===== src/rtl/id_ex_stage.sv =====
// ID/EX pipeline register for the 5-stage MIPS core: operand forwarding from
// EX/MEM and MEM/WB into the ALU, load-use bubble insertion, hold and flush.

module id_ex_fwd (
  input  logic        valid_i,
  input  logic [4:0]  idx_i,
  input  logic [31:0] reg_i,
  input  logic        mem_en_i,
  input  logic [4:0]  mem_addr_i,
  input  logic [31:0] mem_data_i,
  input  logic        wb_en_i,
  input  logic [4:0]  wb_addr_i,
  input  logic [31:0] wb_data_i,
  output logic [31:0] val_o
);
  logic nz, hit_mem, hit_wb;

  assign nz      = (idx_i != 5'd0);
  assign hit_mem = valid_i & mem_en_i & (mem_addr_i == idx_i) & nz;
  assign hit_wb  = valid_i & wb_en_i  & (wb_addr_i  == idx_i) & nz;

  // Younger producer (EX/MEM) overrides the older one (MEM/WB).
  always_comb begin
    val_o = reg_i;
    if (hit_mem)     val_o = mem_data_i;
    else if (hit_wb) val_o = wb_data_i;
  end
endmodule

module id_ex_stage (
  input  logic        clk,
  input  logic        rst_n,
  input  logic        id_valid,
  input  logic [31:0] id_instruction,
  input  logic [31:0] id_rs_data,
  input  logic [31:0] id_rt_data,
  input  logic        ex_hold,
  input  logic        flush,
  input  logic        mem_wr_en,
  input  logic [4:0]  mem_wr_addr,
  input  logic [31:0] mem_wr_data,
  input  logic        wb_wr_en,
  input  logic [4:0]  wb_wr_addr,
  input  logic [31:0] wb_wr_data,
  output logic [31:0] alu_instruction,
  output logic [31:0] alu_regA,
  output logic [31:0] alu_regB,
  output logic        ex_valid,
  output logic        id_stall
);
  localparam int NUM_OPS = 2;

  logic [31:0] instr_q, instr_d;
  logic [31:0] a_q, a_d, b_q, b_d;
  logic        valid_q, valid_d;
  logic [4:0]  rs_q, rt_q;
  logic        load_use;

  logic [NUM_OPS-1:0][4:0]  src_idx;
  logic [NUM_OPS-1:0][31:0] opnd_q, opnd_fwd;

  assign rs_q = instr_q[25:21];
  assign rt_q = instr_q[20:16];

  assign src_idx[0] = rs_q;
  assign src_idx[1] = rt_q;
  assign opnd_q[0]  = a_q;
  assign opnd_q[1]  = b_q;

  genvar g;
  generate
    for (g = 0; g < NUM_OPS; g++) begin : g_fwd
      id_ex_fwd u_fwd (
        .valid_i    (valid_q),
        .idx_i      (src_idx[g]),
        .reg_i      (opnd_q[g]),
        .mem_en_i   (mem_wr_en),
        .mem_addr_i (mem_wr_addr),
        .mem_data_i (mem_wr_data),
        .wb_en_i    (wb_wr_en),
        .wb_addr_i  (wb_wr_addr),
        .wb_data_i  (wb_wr_data),
        .val_o      (opnd_fwd[g])
      );
    end
  endgenerate

  assign alu_instruction = instr_q;
  assign alu_regA        = opnd_fwd[0];
  assign alu_regB        = opnd_fwd[1];
  assign ex_valid        = valid_q;

  // lw in EX whose destination is read by the instruction waiting in ID.
  assign load_use = valid_q & (instr_q[31:26] == 6'h23) & id_valid & (rt_q != 5'd0) &
                    ((rt_q == id_instruction[25:21]) | (rt_q == id_instruction[20:16]));

  assign id_stall = ex_hold | (load_use & ~flush);

  always_comb begin
    instr_d = instr_q;
    a_d     = a_q;
    b_d     = b_q;
    valid_d = valid_q;
    if (flush) begin
      instr_d = '0;
      a_d     = '0;
      b_d     = '0;
      valid_d = 1'b0;
    end else if (ex_hold) begin
      // Capture forwarded values so a producer retiring during the hold survives.
      a_d = opnd_fwd[0];
      b_d = opnd_fwd[1];
    end else if (load_use) begin
      instr_d = '0;
      a_d     = '0;
      b_d     = '0;
      valid_d = 1'b0;
    end else begin
      instr_d = id_valid ? id_instruction : 32'd0;
      a_d     = id_rs_data;
      b_d     = id_rt_data;
      valid_d = id_valid;
    end
  end

  always_ff @(posedge clk or negedge rst_n) begin
    if (!rst_n) begin
      instr_q <= '0;
      a_q     <= '0;
      b_q     <= '0;
      valid_q <= 1'b0;
    end else begin
      instr_q <= instr_d;
      a_q     <= a_d;
      b_q     <= b_d;
      valid_q <= valid_d;
    end
  end
endmodule

===== config.mk =====
export PLATFORM = sky130hd
export DESIGN_NAME = id_ex_stage
export DESIGN_NICKNAME = d
export VERILOG_FILES = /design/src/rtl/id_ex_stage.sv
export SDC_FILE = /design/constraint.sdc
export NUM_CORES = 1
export LEC_CHECK = 0
export BUFFER_PORTS_ARGS = -buffer_cell sky130_fd_sc_hd__clkbuf_2
export CAP_MARGIN = 0
export CORE_ASPECT_RATIO = 1.75
export CORE_UTILIZATION = 53
export DETAILED_ROUTE_END_ITERATION = 10
export GPL_ROUTABILITY_DRIVEN = 0
export PLACE_DENSITY = 0.87
export SYNTH_ARGS = -nofsm -noshare
export SYNTH_HDL_FRONTEND = slang
export SYNTH_HIERARCHICAL = 1
export SYNTH_SLANG_ARGS = --single-unit

===== constraint.sdc =====
create_clock -name clk -period 5.09 [get_ports clk]
set_input_delay 0.2545 -clock clk [delete_from_list [all_inputs] [get_ports clk]]
set_output_delay 0.2545 -clock clk [all_outputs]
set_load 0.05 [all_outputs]

==> impl_metrics.py <==
metrics = {
    "run_status": {
        "status": "completed",
    },
    "timing": {
        "setup_tns_ns": 0,
        "post-route-worst-setup-slack_ns": 1.14,
        "finalCritPeriodShare_pct": 77.7,
        "tightestPinTransition_ns": 1.39,
        "fin_skew_ns": 0.0128,
        "timing.fmax_mhz": 253,
        "finalSetupViolCount": 0,
        "slew_violations": 0,
        "hold_viol_final": 0,
        "rsz0062_at_grt": "no",
        "relSlewSlack_pct": 7.32,
        "period_needed_ns": 3.95,
    },
    "finish": {
        "nNetsFinal": 1191,
        "area_growth_syn_to_layout_pct": 22.5,
        "drive_above_1_share_pct": 31.1,
        "final_core_util_pct": 66.5,
        "fillers": 1090,
        "diodes": 0,
        "final_cells": 1186,
    },
    "clock_tree": {
        "htree_levels": 3,
        "insertion_delay_ns": 0.34,
        "cts.clk_slew.worst_paths_ns": 0.07,
        "post_cts_buffers": 0,
        "clockBufferDepth": 2,
        "clock_sinks": 97,
        "cts_tree": "yes",
        "cts_root_buf": "clkbuf_16",
        "numCtsBuffers": 9,
    },
    "critical_path": {
        "cp_max_fo": 33,
        "cp.arrival_ns": 3.70,
        "cp-start-kind": "flip-flop",
        "crit_required_ns": 4.84,
        "end_kind": "output port",
        "critical_path_class": "flip-flop to output port",
    },
    "logic_synthesis": {
        "synth_area_um2": 6750,
        "synthSimpleGateAreaFrac_pct": 19.8,
        "synth_top_area_share_pct": 36.0,
        "yosysWarnings": 6,
        "synth.distinct_cells": 32,
        "synth_compound_area_share_pct": 32.1,
        "synthFlopType": "dfrtp_1",
        "synth_area_leaders": "dfrtp_1 (36%), a32oi_1 (12%), nand4_1 (6.3%)",
        "synthAdderAreaFrac_pct": 0,
        "async_reset_ff_share_pct": 100,
        "ys_seq_elements": 97,
        "yosysSeqAreaShare_pct": 36.0,
        "synth_mux_area_share_pct": 0,
        "syn_nets": 998,
        "avgSynthCellArea_um2": 8.22,
        "synth_xor_area_share_pct": 3.89,
        "syn_inst": 821,
        "synth_area_leader_cell": "dfrtp_1",
        "synth-edff-count": 0,
        "synth_top_family_by_area": "compound AO/OA/AOI/OAI gates",
    },
    "floorplanning": {
        "core_region_area_um2": 12400,
        "dieArea_um2": 13200,
        "fp.dieH_um": 151,
        "num_rows": 54,
        "initial_core_util_pct": 54.3,
        "die_w_um": 87.3,
        "io_pins": 275,
    },
    "global_route": {
        "grt_max_degree": 92,
        "grt-ovfl-total": 0,
        "grt_use_total_pct": 39.4,
        "grt_antenna_before_repair": 0,
        "grt_pass1_vias": 7991,
        "grt_pass1_wl_um": 40300,
    },
    "place": {
        "portBuffers": 274,
        "pre_cts_slack_ns": 1.62,
        "dp_hpwl_um": 17400,
        "dp_cells": 1170,
    },
    "route": {
        "remaining_drc_errors": 0,
        "viasPerCell": 7.10,
        "antenna_left": 0,
        "wl_um": 26600,
        "firstDrtPassIters": 8,
        "avgRoutedWirePerCell_um": 22.4,
        "vias": 8418,
        "drt_iter0_drc": 880,
    },
    "power": {
        "finalPower_mw": 2.44,
        "powerDensity_nw_per_um2": 295,
        "leakage_nw": 3.33,
        "peakVddDrop_uv": 200,
    },
    "hold_path": {
        "min_path_type": "input port to flip-flop",
    },
    "flow_run": {
        "max_cap_violations": 0,
    },
}
## worst max-delay path, stage by stage, from the launching register on
cell	delay, ns
dfrtp_1	0.49
or4_4	0.62
o21ai_4	0.13
buf_4	0.40
or3_1	1.04
a31oi_1	0.32
clkbuf_2	0.34
## cell usage after synthesis, types with 2 or more instances
| cell type | n |
|---|---|
| or4_4 | 2 |
| or3_1 | 2 |
| o2111ai_4 | 2 |
| dfrtp_1 | 97 |
| nand2_1 | 101 |
| o21ai_0 | 81 |
| a31oi_1 | 64 |
| o21ai_1 | 79 |
| buf_4 | 3 |
| o21ai_2 | 2 |
| and4_1 | 3 |
| nor4_1 | 64 |
| nand3_1 | 2 |
| o21a_1 | 2 |
| clkbuf_1 | 81 |
| nor2_1 | 2 |
| and2_1 | 3 |
| nand4_1 | 68 |
| buf_6 | 14 |
| a32oi_1 | 95 |
| xnor2_1 | 30 |
| buf_2 | 14 |
## power breakdown
part / internal [mW] / total (mW) / switching (mW)
combinational: 0.220 / 0.863 / 0.642
sequential: 0.839 / 0.882 / 0.0433
clock: 0.394 / 0.694 / 0.299
total: 1.45 / 2.44 / 0.985
## registers in the layout, summed over array words and instances, names as in the netlist
signal           flops
b_q                 32
ex_valid             1
a_q                 32
alu_instruction     32
## cell families after synthesis
logic type                count (synthesis)
AOI/OAI and AO/OA                       330
and+or+nand+nor                         252
xor gates and xnor gates                 30
buffers and inverters                   112
DFF                                      97
## metal layers
layer | wire length, µm | vias to the layer above | GRT usage [%] | share of wire, %
met2 | 13300 | 712 | 65.7 | 50
li1 | - | 3649 | - | -
met5 | 0 | - | 0 | 0
met4 | 1460 | 0 | 24.7 | 5.5
met1 | 9040 | 3915 | 45.6 | 34
met3 | 2800 | 142 | 8.17 | 11
## path summary, 6_finish.rpt
| check | from | end | slack, ns | cells after the start |
|---|---|---|---|---|
| min | id_rt_data[20] | b_q[20] | 0.13 | 3 |
| min reg2reg | alu_instruction[0] | alu_instruction[0] | 0.50 | 2 |
| max reg2reg | alu_instruction[17] | b_q[5] | 1.57 | 7 |
| min in group asynchronous | rst_n | alu_instruction[0] | 0.41 | 2 |
| max in group asynchronous | rst_n | b_q[9] | 3.42 | 3 |
| max | alu_instruction[17] | alu_regB[3] | 1.14 | 6 |
## timing repair
action | in CTS | in global routing
hold buffers | 1 | 0
hold endpoints to repair | 34 | 0
gates resized for setup | 0 | 0
## per-stage QoR
stage	cell area [µm²]	hold slack [ns]
after floorplan	6750	-0.0411
after global placement	7970	0.224
after detailed placement	7970	0.237
after CTS	8270	0.123
after global routing	8270	0.130
final	8270	0.131
## cells in the final DEF (no fill, tap or decap), types with 2 or more instances in the layout
cell	synthesis	routed
or4_4	2	2
nor4_1	64	64
buf_4	3	20
nand4_1	68	68
and4_1	3	3
and2_1	3	2
or3_1	2	2
nand2_1	101	101
o21ai_4	0	2
o21a_1	2	2
o21ai_0	81	81
nand3_1	2	2
o2111ai_4	2	2
clkbuf_2	0	273
a31oi_1	64	64
o21ai_1	79	79
clkbuf_1	81	3
a32oi_1	95	95
xnor2_1	30	30
clkbuf_16	0	9
dfrtp_1	97	97
## layout make-up
| cell class | instances | area (µm²) | area share, % |
|---|---|---|---|
| multi-input combinational | 612 | 3820 | 46.2 |
| sequential | 97 | 2430 | 29.3 |
| timing repair buffer | 294 | 1530 | 18.5 |
| clock buffer | 13 | 250 | 3.03 |
| tap | 168 | 210 | 2.54 |
| clock inverter | 2 | 38.8 | 0.469 |
No activity file was read; power rests on OpenSTA's default activity.
